### src/rtl/gpio_in_filter13.sv
// Per-pin GPIO input conditioning: two-flop synchroniser plus an optional debouncer
// paced by a shared tick prescaler. Define GPIO_FILT_EDGE_EN to add per-pin rise/fall pulse outputs.
module gpio_in_filter13 #(
  parameter int WIDTH   = 16,
  parameter int CNT_W   = 4,
  parameter int PRESC_W = 8
) (
  input  logic               pclk13,
  input  logic               n_p_reset13,
  input  logic [WIDTH-1:0]   pin_raw13,
  input  logic [WIDTH-1:0]   filt_en13,
  input  logic [CNT_W-1:0]   filt_len13,
  input  logic [PRESC_W-1:0] presc13,
  output logic [WIDTH-1:0]   pin_filt13,
  output logic               pin_change13
`ifdef GPIO_FILT_EDGE_EN
  ,
  output logic [WIDTH-1:0]   pin_rise13,
  output logic [WIDTH-1:0]   pin_fall13
`endif
);

  logic [WIDTH-1:0]            sync1_q, sync2_q;
  logic [WIDTH-1:0]            cand_q, cand_d;
  logic [WIDTH-1:0][CNT_W-1:0] cnt_q, cnt_d;
  logic [PRESC_W-1:0]          pcnt_q, pcnt_d;
  logic [WIDTH-1:0]            filt_q, filt_d;
  logic                        change_q, change_d;
  logic                        tick;

  // The >= compare makes a mid-count drop of presc13 tick immediately instead of wrapping.
  assign tick   = (pcnt_q >= presc13);
  assign pcnt_d = tick ? '0 : pcnt_q + 1'b1;

  // NOTE: every always_comb output gets a default first, so no path can infer a latch.
  always_comb begin
    cand_d = cand_q;
    cnt_d  = cnt_q;
    filt_d = filt_q;
    for (int i = 0; i < WIDTH; i++) begin
      if (sync2_q[i] != cand_q[i]) begin
        cand_d[i] = sync2_q[i];
        cnt_d[i]  = '0;
      end else if (tick && (cnt_q[i] < filt_len13)) begin
        cnt_d[i] = cnt_q[i] + 1'b1;
      end else if (tick && filt_en13[i]) begin
        filt_d[i] = cand_q[i];
      end
      // Bypassed pins follow the synchroniser; cand/cnt keep tracking underneath.
      if (!filt_en13[i]) begin
        filt_d[i] = sync2_q[i];
      end
    end
  end

  assign change_d = |(filt_d ^ filt_q);

  // NOTE: sequential state uses non-blocking assignments only, so every flop samples pre-edge values.
  always_ff @(posedge pclk13 or negedge n_p_reset13) begin
    if (!n_p_reset13) begin
      sync1_q  <= '0;
      sync2_q  <= '0;
      cand_q   <= '0;
      // NOTE: the counter array is small flop storage, not RAM, so it is reset with everything else.
      cnt_q    <= '0;
      pcnt_q   <= '0;
      filt_q   <= '0;
      change_q <= 1'b0;
    end else begin
      sync1_q  <= pin_raw13;
      sync2_q  <= sync1_q;
      cand_q   <= cand_d;
      cnt_q    <= cnt_d;
      pcnt_q   <= pcnt_d;
      filt_q   <= filt_d;
      change_q <= change_d;
    end
  end

  assign pin_filt13   = filt_q;
  assign pin_change13 = change_q;

`ifdef GPIO_FILT_EDGE_EN
  logic [WIDTH-1:0] rise_q, fall_q;

  always_ff @(posedge pclk13 or negedge n_p_reset13) begin
    if (!n_p_reset13) begin
      rise_q <= '0;
      fall_q <= '0;
    end else begin
      rise_q <= filt_d & ~filt_q;
      fall_q <= ~filt_d & filt_q;
    end
  end

  assign pin_rise13 = rise_q;
  assign pin_fall13 = fall_q;
`endif

endmodule
### config.mk
export PLATFORM = sky130hd
export DESIGN_NAME = gpio_in_filter13
export DESIGN_NICKNAME = d
export VERILOG_FILES = /design/src/rtl/gpio_in_filter13.sv
export SDC_FILE = /design/constraint.sdc
export NUM_CORES = 1
export LEC_CHECK = 0
export CAP_MARGIN = 20
export CORE_MARGIN = 4
export CORE_UTILIZATION = 55
export DETAILED_ROUTE_END_ITERATION = 7
export HOLD_SLACK_MARGIN = 0.02
export PLACE_DENSITY = 0.88
export SLEW_MARGIN = 40
export SYNTH_ARGS = -nofsm -noshare
export SYNTH_HDL_FRONTEND = slang
export SYNTH_SLANG_ARGS = --single-unit
### constraint.sdc
create_clock -name pclk13 -period 2.6 [get_ports pclk13]
set_input_delay 0.26 -clock pclk13 [delete_from_list [all_inputs] [get_ports pclk13]]
set_output_delay 0.26 -clock pclk13 [all_outputs]
set_load 0.05 [all_outputs]
==> run_summary.xml <==
<?xml version="1.0" encoding="UTF-8"?>
<metrics>
  <group name="status">
    <metric name="run_status" unit="">finished, final reports clean</metric>
  </group>
  <group name="pwr">
    <metric name="power.switching_fraction" unit="%">31.3</metric>
    <metric name="power.net_switching" unit="uW">2010</metric>
    <metric name="clock_power_share" unit="%">34.2</metric>
    <metric name="combinational_fraction_of_design_power" unit="%">25.0</metric>
    <metric name="internal_power" unit="uW">4420</metric>
    <metric name="share_seq_of_total_power" unit="%">40.8</metric>
    <metric name="power.density_cell_area" unit="nW/um2">694</metric>
    <metric name="worst_ir_drop_vdd" unit="uV">399</metric>
    <metric name="p_leak" unit="uW">0.00423</metric>
  </group>
  <group name="global_routing">
    <metric name="grt_use_total" unit="%">22.2</metric>
    <metric name="grt_pass1_vias" unit="">6052</metric>
    <metric name="global_route.overflow_total" unit="">0</metric>
    <metric name="grt_max_degree" unit="">87</metric>
    <metric name="antenna_violations_before_repair" unit="">0</metric>
    <metric name="grt_pass1_wl" unit="mm">28.8</metric>
  </group>
  <group name="sta">
    <metric name="fin_setup_tns" unit="ns">0</metric>
    <metric name="worst_clock_skew" unit="ns">0.00920</metric>
    <metric name="maxSlewViolCount" unit="">0</metric>
    <metric name="final_min_period" unit="ns">2.50</metric>
    <metric name="clock.fmax" unit="GHz">0.400</metric>
    <metric name="timing.hold.ws" unit="ns">0.270</metric>
    <metric name="count_of_final_hold_check_violations" unit="">0</metric>
    <metric name="rsz0062_at_grt" unit="">false</metric>
    <metric name="worstMarginPinSlew" unit="ns">0.688</metric>
    <metric name="post-route-worst-setup-slack" unit="ns">0.102</metric>
    <metric name="setup_viol" unit="">0</metric>
    <metric name="worst_slew_margin_rel" unit="%">54.2</metric>
    <metric name="fin_crit_share" unit="%">96.1</metric>
  </group>
  <group name="flow_run">
    <metric name="drv_cap" unit="">0</metric>
  </group>
  <group name="synth">
    <metric name="post_synth_most_frequent_cells" unit="">sky130_fd_sc_hd__dfrtp_1 (137), sky130_fd_sc_hd__nor2_1 (92), sky130_fd_sc_hd__ha_1 (73)</metric>
    <metric name="postSynthRegisterBits" unit="">137</metric>
    <metric name="postSynthCellCount" unit="">798</metric>
    <metric name="synth-main-ff-cell" unit="">sky130_fd_sc_hd__dfrtp_1</metric>
    <metric name="synthDominantCellAreaShare" unit="%">44.3</metric>
    <metric name="synth_area_per_cell" unit="um2">9.69</metric>
    <metric name="synth_area_leader_cell" unit="">sky130_fd_sc_hd__dfrtp_1</metric>
    <metric name="ys_top_cells_by_area" unit="">sky130_fd_sc_hd__dfrtp_1 (44%), sky130_fd_sc_hd__ha_1 (12%), sky130_fd_sc_hd__xnor2_1 (6.0%)</metric>
    <metric name="synth_area" unit="um2">7730</metric>
    <metric name="yosysMostFrequentCell" unit="">sky130_fd_sc_hd__dfrtp_1</metric>
    <metric name="async_reset_ff_share" unit="%">100</metric>
    <metric name="syn-num-nets" unit="">917</metric>
    <metric name="synth_enable_flop_cells" unit="">0</metric>
    <metric name="synth.yosys.warnings" unit="">0</metric>
    <metric name="synth_sequential_area_ratio" unit="%">44.3</metric>
    <metric name="ys_types" unit="">48</metric>
  </group>
  <group name="clocking">
    <metric name="cts_setup_buffers" unit="">0</metric>
    <metric name="cts.clk_slew.worst_paths" unit="ns">0.06</metric>
    <metric name="tritoncts" unit="">built</metric>
    <metric name="maximum_number_of_buffers_from_clock_root_to_sink" unit="">2</metric>
    <metric name="cts_sinks" unit="">137</metric>
    <metric name="tritoncts_buffers" unit="">17</metric>
    <metric name="cts_max_level" unit="">4</metric>
    <metric name="clock_latency" unit="ns">0.42</metric>
    <metric name="cts-hold-fix-buffers" unit="">1</metric>
    <metric name="cts.repair.resized" unit="">0</metric>
    <metric name="clk_root_buffer_cell" unit="">sky130_fd_sc_hd__clkbuf_16</metric>
  </group>
  <group name="finish">
    <metric name="final_core_util" unit="%">67.1</metric>
    <metric name="layout-drive-gt1-share" unit="%">8.03</metric>
    <metric name="layout.filler_cells" unit="">1002</metric>
    <metric name="finish.net_count" unit="">991</metric>
    <metric name="areaGrowthSynthToFinish" unit="%">19.9</metric>
    <metric name="finalNonFillerCells" unit="">1064</metric>
    <metric name="multi_input_comb_area" unit="um2">4040</metric>
    <metric name="regArea" unit="um2">3430</metric>
    <metric name="diodes" unit="">0</metric>
  </group>
  <group name="routing">
    <metric name="drt.antenna.violating_nets" unit="">0</metric>
    <metric name="route.vias.total" unit="">6026</metric>
    <metric name="avgViaCountPerCell" unit="">5.66</metric>
    <metric name="drt_iter0_drc" unit="">399</metric>
    <metric name="drc_errors" unit="">0</metric>
    <metric name="overall_routed_net_length" unit="mm">16.9</metric>
    <metric name="routed_wire_length_per_instance" unit="um">15.9</metric>
    <metric name="drt_pass1_iterations" unit="">5</metric>
  </group>
  <group name="die">
    <metric name="die-width" unit="um">127</metric>
    <metric name="io_pins" unit="">63</metric>
    <metric name="die-area" unit="um2">16000</metric>
    <metric name="std_cell_rows" unit="">43</metric>
    <metric name="die_h" unit="um">127</metric>
    <metric name="core-area" unit="um2">13800</metric>
    <metric name="floorplan.initialDensity" unit="%">55.9</metric>
  </group>
  <group name="worst_setup_path">
    <metric name="crit_path_end_kind" unit="">flop</metric>
    <metric name="worstSetupPathType" unit="">flop to flop</metric>
    <metric name="worst_ep_required_time" unit="ns">2.90</metric>
    <metric name="regToRegSetupSlack" unit="ns">0.10</metric>
    <metric name="critical_path.max_fanout" unit="">17</metric>
    <metric name="worst_ep_arrival_time" unit="ns">2.79</metric>
    <metric name="cp-start-kind" unit="">flop</metric>
  </group>
  <group name="placement">
    <metric name="dpl.hpwl" unit="mm">12.1</metric>
    <metric name="pre_cts_ws" unit="ns">-0.205</metric>
    <metric name="portBuffers" unit="">62</metric>
    <metric name="gp_congestion" unit="">0.872</metric>
    <metric name="cell_count_post_placement" unit="">1032</metric>
  </group>
  <group name="min_path">
    <metric name="holdCritPathClass" unit="">primary input to flop</metric>
  </group>
</metrics>
==> logic make-up after synthesis <==
| kind of cell | Yosys count | synth area share (%) |
|---|---|---|
| multiplexers | 13 | 1.68 |
| XOR/XNOR | 86 | 9.84 |
| adder cells (fa/ha/maj) | 73 | 11.8 |
| AO/OA/AOI/OAI | 136 | 10.1 |
| buffers and inverters | 57 | 3.67 |
| flip-flops | 137 | 44.3 |
| AND/OR/NAND/NOR | 296 | 18.5 |
==> worst paths after layout <==
path                              startpoint           end  cells past startpoint
worst max-delay path               pcnt_q[2]  pin_change13                      9
worst min register to register    sync1_q[4]    sync2_q[4]                      0
max in group asynchronous        n_p_reset13    sync1_q[9]                      3
worst max register to register     pcnt_q[2]  pin_change13                      9
min in group asynchronous        n_p_reset13    sync1_q[0]                      2
worst min-delay path            pin_raw13[8]    sync1_q[8]                      1
==> per-stage QoR <==
stage	cell area, um2	total power [uW]
2_1_floorplan	7730	3600
3_3_place_gp	8720	4180
3_5_place_dp	8720	4250
4_1_cts	9270	6470
5_1_grt	9270	6790
6_report	9270	6440
==> final cells by class <==
cell class	count	area share [%]
multi-input cells	604	43.6
clock inverters	9	0.810
flip-flops and latches	137	37.0
clock buffers	22	5.01
inverters	13	0.526
repair buffers	99	10.7
well taps	180	2.43
==> state kept, by name, indices dropped and copies added, names as in the netlist <==
register      count
pin_change13      1
sync2_q          16
pcnt_q            8
cnt_q            64
cand_q           16
sync1_q          16
pin_filt13       16
==> power by group through the flow <==
stage / logic, uW / registers (uW) / clock network (uW)
floorplan: 926 / 2680 / 0
global placement: 1530 / 2650 / 0
detailed placement: 1590 / 2660 / 0
CTS: 1610 / 2630 / 2240
global route: 1780 / 2670 / 2340
finish: 1610 / 2630 / 2200
==> layer usage <==
metal / global-route usage (%) / wire, um
met1: 28.7 / 7430
met2: 35.7 / 8120
met3: 5.47 / 858
met4: 9.97 / 532
met5: 0 / 0
==> critical path, stage by stage (launching register included) <==
cell and delay (ns):
sky130_fd_sc_hd__dfrtp_1 0.44, sky130_fd_sc_hd__ha_1 0.33, sky130_fd_sc_hd__a211o_1 0.30, sky130_fd_sc_hd__a31oi_1 0.16
sky130_fd_sc_hd__buf_4 0.15, sky130_fd_sc_hd__o311ai_4 0.09, sky130_fd_sc_hd__buf_12 0.18, sky130_fd_sc_hd__o21ai_0 0.10
sky130_fd_sc_hd__nand4_1 0.10, sky130_fd_sc_hd__or4_1 0.51
==> layout by cell type (no fill, tap or decap), drive strengths merged, types with 6 or more instances in the layout <==
cell,count
a2111oi,6
a21oi,62
and3,6
and3b,6
buf,36
clkbuf,23
clkdlybuf4s50,61
clkinv,6
dfrtp,137
ha,73
inv,13
mux2i,13
nand2,61
nand2b,21
nand3,33
nand4,9
nor2,92
nor3,32
nor3b,15
o21ai,41
o22ai,8
or2,6
xnor2,54
xor2,32
Note: power is estimated with default switching activity, not from simulation.
